## src/rtl/bathysphere_sequencer_pkg.sv

```systemverilog
// Shared constants for the bathysphere sequencer: state encoding (also read by
// the HEX display decoder), direction values and default timing parameters.
package bathy_pkg;

  typedef enum logic [3:0] {
    ST_IDLE       = 4'h0,
    ST_ARRIVE     = 4'h1,
    ST_DEPART     = 4'h2,
    ST_FILL       = 4'h3,
    ST_DRAIN      = 4'h4,
    ST_OUTER_OPEN = 4'h5,
    ST_INNER_OPEN = 4'h6,
    ST_DONE       = 4'h7,
    ST_FAULT      = 4'h8
  } state_e;

  localparam logic DIR_DOCK   = 1'b0;
  localparam logic DIR_UNDOCK = 1'b1;

  localparam int DEF_PORT_HOLD_CYCLES = 8;
  localparam int DEF_TIMEOUT_CYCLES   = 64;

  // Largest value the shared counter must hold; the timeout only matters
  // when the watchdog is built in.
  function automatic int cnt_max(int hold, int tmo, bit wd_en);
    return (wd_en && tmo > hold) ? tmo : hold;
  endfunction

endpackage

```

## src/rtl/bathysphere_sequencer_if.sv

```systemverilog
// Request/status/command bundle between the sequencer and its surroundings.
// master = sequencer side, slave = operator logic + interlock side.
interface bathysphere_sequencer_if;
  logic       dock_req;
  logic       undock_req;
  logic       abort;
  logic       chamber_full;
  logic       chamber_empty;
  logic       arrive;
  logic       depart;
  logic       fill;
  logic       drain;
  logic       oport;
  logic       iport;
  logic       busy;
  logic       done;
  logic       fault;
  logic [3:0] state;

  modport master (
    input  dock_req, undock_req, abort, chamber_full, chamber_empty,
    output arrive, depart, fill, drain, oport, iport, busy, done, fault, state
  );

  modport slave (
    output dock_req, undock_req, abort, chamber_full, chamber_empty,
    input  arrive, depart, fill, drain, oport, iport, busy, done, fault, state
  );
endinterface

```

## src/rtl/bathysphere_sequencer_seq_timer.sv

```systemverilog
// Loadable down-counter that sticks at zero; serves both the port hold time
// and the fill/drain watchdog.
module seq_timer #(
  parameter int W = 4
) (
  input  logic         gclk,
  input  logic         grst_n,
  input  logic         load_i,
  input  logic [W-1:0] load_val_i,
  output logic         zero_o
);

  logic [W-1:0] cnt_q;

  always_ff @(posedge gclk or negedge grst_n) begin
    if (!grst_n)             cnt_q <= '0;
    else if (load_i)         cnt_q <= load_val_i;
    else if (cnt_q != '0)    cnt_q <= cnt_q - 1'b1;
  end

  assign zero_o = (cnt_q == '0);

endmodule

```

## src/rtl/bathysphere_sequencer.sv

```systemverilog
// Dock/undock command sequencer for the bathysphere port interlock.
// Define BATHY_SEQ_WATCHDOG_EN to fault on fill/drain taking too long.
module bathysphere_sequencer
  import bathy_pkg::*;
#(
  parameter int PORT_HOLD_CYCLES = DEF_PORT_HOLD_CYCLES,
  parameter int TIMEOUT_CYCLES   = DEF_TIMEOUT_CYCLES
) (
  input  logic                     clock,
  input  logic                     reset,
  bathysphere_sequencer_if.master  bus
);

`ifdef BATHY_SEQ_WATCHDOG_EN
  localparam bit WD_EN = 1'b1;
`else
  localparam bit WD_EN = 1'b0;
`endif

  localparam int CW = $clog2(cnt_max(PORT_HOLD_CYCLES, TIMEOUT_CYCLES, WD_EN) + 1);
  localparam logic [CW-1:0] HOLD_LOAD = CW'(PORT_HOLD_CYCLES - 1);
`ifdef BATHY_SEQ_WATCHDOG_EN
  localparam logic [CW-1:0] TO_LOAD = CW'(TIMEOUT_CYCLES - 1);
`else
  localparam logic [CW-1:0] TO_LOAD = '0;
`endif

  state_e        state_q, state_d;
  logic          dir_q, dir_d;
  logic          arrive_q, depart_q, fill_q, drain_q, oport_q, iport_q;
  logic          busy_q, done_q, fault_q;
  logic          tmr_zero, tmr_load;
  logic [CW-1:0] tmr_load_val;

  always_comb begin
    state_d = state_q;
    dir_d   = dir_q;
    case (state_q)
      ST_IDLE: begin
        if (bus.dock_req) begin
          state_d = ST_ARRIVE;
          dir_d   = DIR_DOCK;
        end else if (bus.undock_req) begin
          state_d = ST_DEPART;
          dir_d   = DIR_UNDOCK;
        end
      end
      ST_ARRIVE: state_d = ST_FILL;
      ST_DEPART: state_d = ST_DRAIN;
      ST_FILL: begin
        if (bus.chamber_full) state_d = ST_OUTER_OPEN;
`ifdef BATHY_SEQ_WATCHDOG_EN
        else if (tmr_zero)    state_d = ST_FAULT;
`endif
      end
      ST_DRAIN: begin
        if (bus.chamber_empty) state_d = ST_INNER_OPEN;
`ifdef BATHY_SEQ_WATCHDOG_EN
        else if (tmr_zero)     state_d = ST_FAULT;
`endif
      end
      ST_OUTER_OPEN: if (tmr_zero) state_d = (dir_q == DIR_DOCK) ? ST_DRAIN : ST_DONE;
      ST_INNER_OPEN: if (tmr_zero) state_d = (dir_q == DIR_DOCK) ? ST_DONE  : ST_FILL;
      ST_DONE:       state_d = ST_IDLE;
      ST_FAULT:      state_d = ST_FAULT;
      default:       state_d = ST_IDLE;
    endcase
    // Abort outranks everything; a full+empty reading means the sensors are lying.
    if (state_q != ST_IDLE) begin
      if (bus.abort)                                  state_d = ST_IDLE;
      else if (bus.chamber_full && bus.chamber_empty) state_d = ST_FAULT;
    end
  end

  always_comb begin
    tmr_load_val = '0;
    case (state_d)
      ST_OUTER_OPEN, ST_INNER_OPEN: tmr_load_val = HOLD_LOAD;
      ST_FILL, ST_DRAIN:            tmr_load_val = TO_LOAD;
      default:                      tmr_load_val = '0;
    endcase
  end

  assign tmr_load = (state_d != state_q);

  seq_timer #(.W(CW)) u_timer (
    .gclk       (clock),
    .grst_n     (reset),
    .load_i     (tmr_load),
    .load_val_i (tmr_load_val),
    .zero_o     (tmr_zero)
  );

  // Outputs decode the next state so they line up with the registered state;
  // port commands are gated by the live chamber status as a last safety net.
  always_ff @(posedge clock or negedge reset) begin
    if (!reset) begin
      state_q  <= ST_IDLE;
      dir_q    <= DIR_DOCK;
      arrive_q <= 1'b0;
      depart_q <= 1'b0;
      fill_q   <= 1'b0;
      drain_q  <= 1'b0;
      oport_q  <= 1'b0;
      iport_q  <= 1'b0;
      busy_q   <= 1'b0;
      done_q   <= 1'b0;
      fault_q  <= 1'b0;
    end else begin
      state_q  <= state_d;
      dir_q    <= dir_d;
      arrive_q <= (state_d == ST_ARRIVE);
      depart_q <= (state_d == ST_DEPART);
      fill_q   <= (state_d == ST_FILL);
      drain_q  <= (state_d == ST_DRAIN);
      oport_q  <= (state_d == ST_OUTER_OPEN) && bus.chamber_full;
      iport_q  <= (state_d == ST_INNER_OPEN) && bus.chamber_empty;
      busy_q   <= (state_d != ST_IDLE);
      done_q   <= (state_d == ST_DONE);
      fault_q  <= (state_d == ST_FAULT);
    end
  end

  assign bus.arrive = arrive_q;
  assign bus.depart = depart_q;
  assign bus.fill   = fill_q;
  assign bus.drain  = drain_q;
  assign bus.oport  = oport_q;
  assign bus.iport  = iport_q;
  assign bus.busy   = busy_q;
  assign bus.done   = done_q;
  assign bus.fault  = fault_q;
  assign bus.state  = state_q;

endmodule

```

## src/flat_wrapper.sv

```systemverilog
// flat-port wrapper written by rule: the top's interface ports become plain ports
module bathysphere_sequencer_flat import bathy_pkg::*;
#(
  parameter int PORT_HOLD_CYCLES = DEF_PORT_HOLD_CYCLES,
  parameter int TIMEOUT_CYCLES   = DEF_TIMEOUT_CYCLES
)
  (clock, reset, bus_dock_req, bus_undock_req, bus_abort, bus_chamber_full, bus_chamber_empty, bus_arrive, bus_depart, bus_fill, bus_drain, bus_oport, bus_iport, bus_busy, bus_done, bus_fault, bus_state);
  bathysphere_sequencer_if bus_i ();
  input  logic clock;
  input  logic reset;
  input wire logic [$bits(bus_i.dock_req)-1:0] bus_dock_req;
  input wire logic [$bits(bus_i.undock_req)-1:0] bus_undock_req;
  input wire logic [$bits(bus_i.abort)-1:0] bus_abort;
  input wire logic [$bits(bus_i.chamber_full)-1:0] bus_chamber_full;
  input wire logic [$bits(bus_i.chamber_empty)-1:0] bus_chamber_empty;
  output wire logic [$bits(bus_i.arrive)-1:0] bus_arrive;
  output wire logic [$bits(bus_i.depart)-1:0] bus_depart;
  output wire logic [$bits(bus_i.fill)-1:0] bus_fill;
  output wire logic [$bits(bus_i.drain)-1:0] bus_drain;
  output wire logic [$bits(bus_i.oport)-1:0] bus_oport;
  output wire logic [$bits(bus_i.iport)-1:0] bus_iport;
  output wire logic [$bits(bus_i.busy)-1:0] bus_busy;
  output wire logic [$bits(bus_i.done)-1:0] bus_done;
  output wire logic [$bits(bus_i.fault)-1:0] bus_fault;
  output wire logic [$bits(bus_i.state)-1:0] bus_state;
  assign bus_i.dock_req = bus_dock_req;
  assign bus_i.undock_req = bus_undock_req;
  assign bus_i.abort = bus_abort;
  assign bus_i.chamber_full = bus_chamber_full;
  assign bus_i.chamber_empty = bus_chamber_empty;
  assign bus_arrive = bus_i.arrive;
  assign bus_depart = bus_i.depart;
  assign bus_fill = bus_i.fill;
  assign bus_drain = bus_i.drain;
  assign bus_oport = bus_i.oport;
  assign bus_iport = bus_i.iport;
  assign bus_busy = bus_i.busy;
  assign bus_done = bus_i.done;
  assign bus_fault = bus_i.fault;
  assign bus_state = bus_i.state;
  bathysphere_sequencer #(.PORT_HOLD_CYCLES(PORT_HOLD_CYCLES), .TIMEOUT_CYCLES(TIMEOUT_CYCLES)) u_core (.clock(clock), .reset(reset), .bus(bus_i));
endmodule
```

## config.mk

```make
export PLATFORM = sky130hd
export DESIGN_NAME = bathysphere_sequencer_flat
export DESIGN_NICKNAME = d
export VERILOG_FILES = /design/src/rtl/bathysphere_sequencer_pkg.sv /design/src/rtl/bathysphere_sequencer_if.sv /design/src/rtl/bathysphere_sequencer_seq_timer.sv /design/src/rtl/bathysphere_sequencer.sv /design/src/flat_wrapper.sv
export SDC_FILE = /design/constraint.sdc
export NUM_CORES = 1
export LEC_CHECK = 0
export BUFFER_PORTS_ARGS = -buffer_cell sky130_fd_sc_hd__buf_2
export CORE_ASPECT_RATIO = 0.9
export CORE_UTILIZATION = 53
export CTS_CLUSTER_DIAMETER = 200
export DETAILED_ROUTE_END_ITERATION = 7
export PLACE_DENSITY = 0.77
export SLEW_MARGIN = 20
export SYNTH_ARGS = -nofsm -noshare
export SYNTH_HDL_FRONTEND = slang
export SYNTH_SLANG_ARGS = --single-unit
```

## constraint.sdc

```tcl
create_clock -name clock -period 3.6 [get_ports clock]
set_clock_uncertainty 0.2 [all_clocks]
set_input_delay 0.18 -clock clock [delete_from_list [all_inputs] [get_ports clock]]
set_output_delay 0.18 -clock clock [all_outputs]
set_load 0.01 [all_outputs]
```

Word level (Yosys, flattened, before mapping)
Cells that the tools add are included.
Storage, ports and cells
  memories kept: 0
  logic and storage cells: 58
  RAM bits: 0
  bits in latches: 0
  ROM bits: 0
  register bits: 18
Cells by class
  bitwise operators: 0
  eq/ne operators: 16
  shift operators: 0
  add/subtract/negate cells: 1
  $lt $le $gt $ge: 0
  divide/modulo/power cells: 0
  mux-type cells: 17
  multipliers: 0
  reduce and logical (&&, ||, !) cells: 12
Operator list (count)
  $mux W4: 11
  $pmux W4 S8: 1
  $eq A4 B3 Y1 const B: 7
  $eq A4 B2 Y1 const B: 4
  $reduce_bool A4 Y1: 3
  $eq A4 B1 Y1 const B: 2
  $eq A4 B4 Y1 const B: 2
  $logic_not A4 Y1: 2
  $mux W3: 2
  $ne A4 B4 Y1: 1
  $reduce_bool A2 Y1: 2
  $sub A4 B1 Y4 const B: 1
  $logic_and A1 B1 Y1: 3
  $mux W1: 2
  $mux W2: 1
  $reduce_and A2 Y1: 1
  $reduce_or A2 Y1: 1

Longest topological paths before layout
  depth after elaboration: 10
  depth in mapped cells: 10
  gate-level depth less buffers: 10

By module
From an unflattened synthesis, not the netlist that was laid out.
Unflattened totals
  cell total of the unflattened synthesis: 109
  area, all modules: 1052.3 um^2
Modules (own cells, without submodules)
  bathysphere_sequencer: instances 1, area each 818.3 um^2, cells each 87
  seq_timer: instances 1, area each 234.0 um^2, cells each 22

Least setup slack after synthesis
Ideal clock, no wire load.
  path type: flip-flop to flip-flop
  from: register u_core.u_timer.cnt_q[0]
  to: register u_core.u_timer.cnt_q[0]
  data required time: 3.274 ns
  buffers on the path: 0
  path slack: 1.129 ns
  arrival: 2.146 ns
  stages on the path, launching flop included: 11
  path through: dfrtp_1 inv_1 ha_1 nor3b_2 or4b_1 nand3_1 nand2_1 inv_2 xnor2_1 nand4b_2 mux2i_1
On the way
  cells in the longest elaborated chain, start to end: 10
  elaborated cells between the ends (all ways): 17
Ends and longest elaborated chain
  from (decl): line bathysphere_sequencer_seq_timer.sv:13  | logic [W-1:0] cnt_q;
  from (signal assigned): line bathysphere_sequencer_seq_timer.sv:17  | else if (load_i) cnt_q <= load_val_i;
  from (signal assigned): line bathysphere_sequencer_seq_timer.sv:18  | else if (cnt_q != '0) cnt_q <= cnt_q - 1'b1;
  $logic_not A4 Y1 (*): line bathysphere_sequencer_seq_timer.sv:21  | assign zero_o = (cnt_q == '0);
  $mux W4, on equally long branches: line bathysphere_sequencer.sv:63, bathysphere_sequencer.sv:62
  $pmux W4 S8 (*): line bathysphere_sequencer.sv:38  | case (state_q)
  $mux W4: line bathysphere_sequencer.sv:71  | else if (bus.chamber_full && bus.chamber_empty) state_d = ST_FAULT;
  $mux W4: line bathysphere_sequencer.sv:70  | if (bus.abort) state_d = ST_IDLE;
  $mux W4 (*): line bathysphere_sequencer.sv:69  | if (state_q != ST_IDLE) begin
  via u_core.state_d[0]: line bathysphere_sequencer.sv:28  | state_e state_q, state_d;
  $eq A4 B3 Y1: line bathysphere_sequencer.sv:77  | case (state_d)
  $reduce_or A2 Y1: line bathysphere_sequencer.sv:77
  $mux W3: line bathysphere_sequencer.sv:77
  $mux W4: line bathysphere_sequencer_seq_timer.sv:17
Mark *: on every way through the listed nets, which the timed path passes. The rest lies on a longest branch. The select of a mux whose other input is x is not followed.
A chain may end at the register's enable or synchronous reset.

Worst setup path in the final report
  from: register u_core.u_timer.cnt_q[0]
  to: register u_core.u_timer.cnt_q[2]
Same word-level chain as after synthesis.

==> impl_metrics.tcl <==
set metrics [dict create \
    start_kind "flop" \
    worst_hold_startpoint "bus_chamber_full" \
    rsz0062_at_grt "false" \
    yosys_warnings 0 \
    cts_tree "done" \
    core_area_mm2 0.001734 \
    grt_max_degree 19 \
    die_y_um 43.54 \
    synth_nets 119 \
    slew_viol_final 0 \
    drive_gt1_share_pct 22.06 \
    critPathArrivalTime_ps 2770 \
    synth-seq-cells 18 \
    path_max_fanout 6 \
    cts_root_buf "clkbuf_4" \
    htree_levels 1 \
    syn_to_final_growth_pct 20.07 \
    avgSynthCellArea_um2 9.153 \
    reg2reg_depth 10 \
    cts_sinks 18 \
    port_buffers 19 \
    peakVddDrop_v 0.0005012 \
    fp-row-count 14 \
    maxCapViolCount 0 \
    startpoint "u_core.u_timer.cnt_q[0]$_DFFE_PN0P_" \
    synthTopCellsByCount "18 x dfrtp_1, 12 x a21oi_1, 9 x nor2_1" \
    max_freq_ghz 0.3598 \
    min_period_ps 2779 \
    dp_hpwl_um 1666 \
    dieWidth_um 48.15 \
    grt_usage_pct 25.29 \
    wl_per_cell_um 14.26 \
    antenna_cells 0 \
    p_per_area_mw_per_mm2 860.9 \
    r2r-start "u_core.u_timer.cnt_q[0]$_DFFE_PN0P_" \
    p_comb_share_pct 54.1 \
    crit_type "flop to flop" \
    hold_end "u_core.bus.oport$_DFF_PN0_" \
    status "completed" \
    drc 0 \
    fin_crit_sh_pct 77.20 \
    cp.required_ps 3590 \
    synthFlopType "dfrtp_1" \
    synth_cell_types 37 \
    insertion_delay_ps 300 \
    intPower_uw 576.2 \
    synth_enable_flop_cells 0 \
    setup_tns_ps 0 \
    dp_cells 150 \
    clock_path_buffers 2 \
    finalNonFillerCells 160 \
    synth-seq-area-share_pct 44.33 \
    fin_util_pct 70.35 \
    switching_share_pct 45.13 \
    dr.pass1.iters 4 \
    synth_area_leader_cell "dfrtp_1" \
    hold_violations 0 \
    ios 20 \
    worst_pin_slew_ps 666.2 \
    grt_overflow 0 \
    hold_path_class "primary input to flop" \
    vias_per_cell 5.831 \
    fillCellCount 128 \
    async_reset_ff_share_pct 100.0 \
    rrSetupSlack_ps 820 \
    vias 933 \
    slew_headroom_pct 55.18 \
    syn_inst 111 \
    hold_depth 2 \
    r2r_end "u_core.u_timer.cnt_q[2]$_DFFE_PN0P_" \
    seqPwrFrac_pct 33.5 \
    drtIter0Drc 27 \
    grt_pass1_wl_um 3691 \
    layout.nets 145 \
    end_kind "flop" \
    clk_pin_slew_ps 110 \
    antenna_left 0 \
    wl_um 2281 \
    antenna_found_initial 0 \
    grt_pass1_vias 850 \
    start_util_pct 58.59 \
    die_area_mm2 0.002096 \
    leakagePower_nw 0.6003 \
    synth_area_mm2 0.001016 \
    synth_top_area_share_pct 44.33 \
    p_switching_uw 474.0 \
    gp_congestion 0.8251 \
    setup_violations 0 \
    synth.area.top_cells "dfrtp_1 44%, a21oi_1 5.9%, nor2_1 3.3%" \
    numCtsBuffers 3 \
    clockPowerShare_pct 12.4 \
    synth_most_common_cell "dfrtp_1" \
]
[timing repair]
action                                 4_1_cts  5_1_grt
hold buffers                                 6        0
buffers inserted                             0        0
resized for setup                            0        0
endpoints found under the hold margin       24        0
setup endpoints to repair                    0        0
[critical path, cell delays in order, from the launching register on]
cell	delay (ps)
dfrtp_1	400
inv_1	80
ha_1	210
nor3b_2	390
or4b_1	480
nand3_1	150
nand2_1	120
inv_2	110
xnor2_1	150
nand4b_2	210
mux2i_1	170
[flip-flops by register name, summed over array words and instances, names as in the netlist]
register,count
u_core.u_timer.cnt_q,4
u_core.bus.done,1
u_core.bus.iport,1
u_core.bus.arrive,1
u_core.bus.fill,1
u_core.bus.busy,1
u_core.bus.fault,1
u_core.dir_q,1
u_core.bus.state,4
u_core.bus.drain,1
u_core.bus.depart,1
u_core.bus.oport,1
[cells in the final DEF, fill, tap and decap left out, drive strengths merged, types with 2 or more instances in the layout]
cell         instances
clkbuf               4
or2                  2
a31o                 2
nor2b                2
xnor2                3
nor2                 9
or4b                 3
buf                 19
nand2                8
nor3b                3
nor4                 3
dlygate4sd3          6
a31oi                2
a21o                 2
nor3                 4
dfrtp               18
o21ai                6
nand4                2
nand4b               2
mux2i                3
inv                  9
nand3                2
a21oi               12
[logic make-up (layout without fill, tap and decap cells)]
logic type,after synthesis,after routing,synth area share (%)
fa+ha+maj,1,1,1.231
compound gates,26,26,15.89
buf+inv,13,38,5.048
xor+xnor,3,3,2.587
simple gates,47,47,27.96
flops,18,18,44.33
mux,3,3,2.956
[metal layers]
metal  up-vias  wire length [um]  global-route usage [%]
met3         8               107                   5.000
li1        451                 -                       -
met2        25              1106                   38.93
met1       449              1009                   33.51
met5         -                 0                       0
met4         0                58                   11.67
[worst max path at each step]
stage | cells past startpoint | endpoint | slack [ps]
6_report | 10 | u_core.u_timer.cnt_q[2]$_DFFE_PN0P_ | 820
5_1_grt | 10 | u_core.u_timer.cnt_q[2]$_DFFE_PN0P_ | 640
4_1_cts | 10 | u_core.u_timer.cnt_q[2]$_DFFE_PN0P_ | 840
3_5_place_dp | 10 | u_core.u_timer.cnt_q[0]$_DFFE_PN0P_ | 870
3_3_place_gp | 10 | u_core.u_timer.cnt_q[0]$_DFFE_PN0P_ | 910
2_1_floorplan | 10 | u_core.u_timer.cnt_q[0]$_DFFE_PN0P_ | 1130
[cell type report]
class	instances	area [um^2]	area share (%)
Multi-Input combinational cell	80	514.2	42.15
Sequential cell	18	450.4	36.92
Timing Repair Buffer	25	155.1	12.72
Clock buffer	4	36.28	2.974
Inverter	9	33.78	2.769
Tap cell	24	30.03	2.462
[stage by stage]
step	power [mW]	worst slack, ps	hold slack, ps	area, um^2
2_1_floorplan	0.7700	1129	-315.6	1016
3_3_place_gp	0.8869	908.9	-82.86	1124
3_5_place_dp	0.9103	869.7	-72.75	1124
4_1_cts	1.047	839.0	14.58	1220
5_1_grt	1.138	640.6	28.76	1220
6_report	1.050	821.0	13.23	1220
[power by group through the flow]
stage / Clock [mW] / Sequential [mW] / Combinational [mW]
floorplan: 0 / 0.328 / 0.442
global placement: 0 / 0.349 / 0.538
detailed placement: 0 / 0.354 / 0.556
CTS: 0.129 / 0.350 / 0.567
global route: 0.136 / 0.367 / 0.635
finish: 0.130 / 0.352 / 0.569
Note: power is estimated with default switching activity, not from simulation.
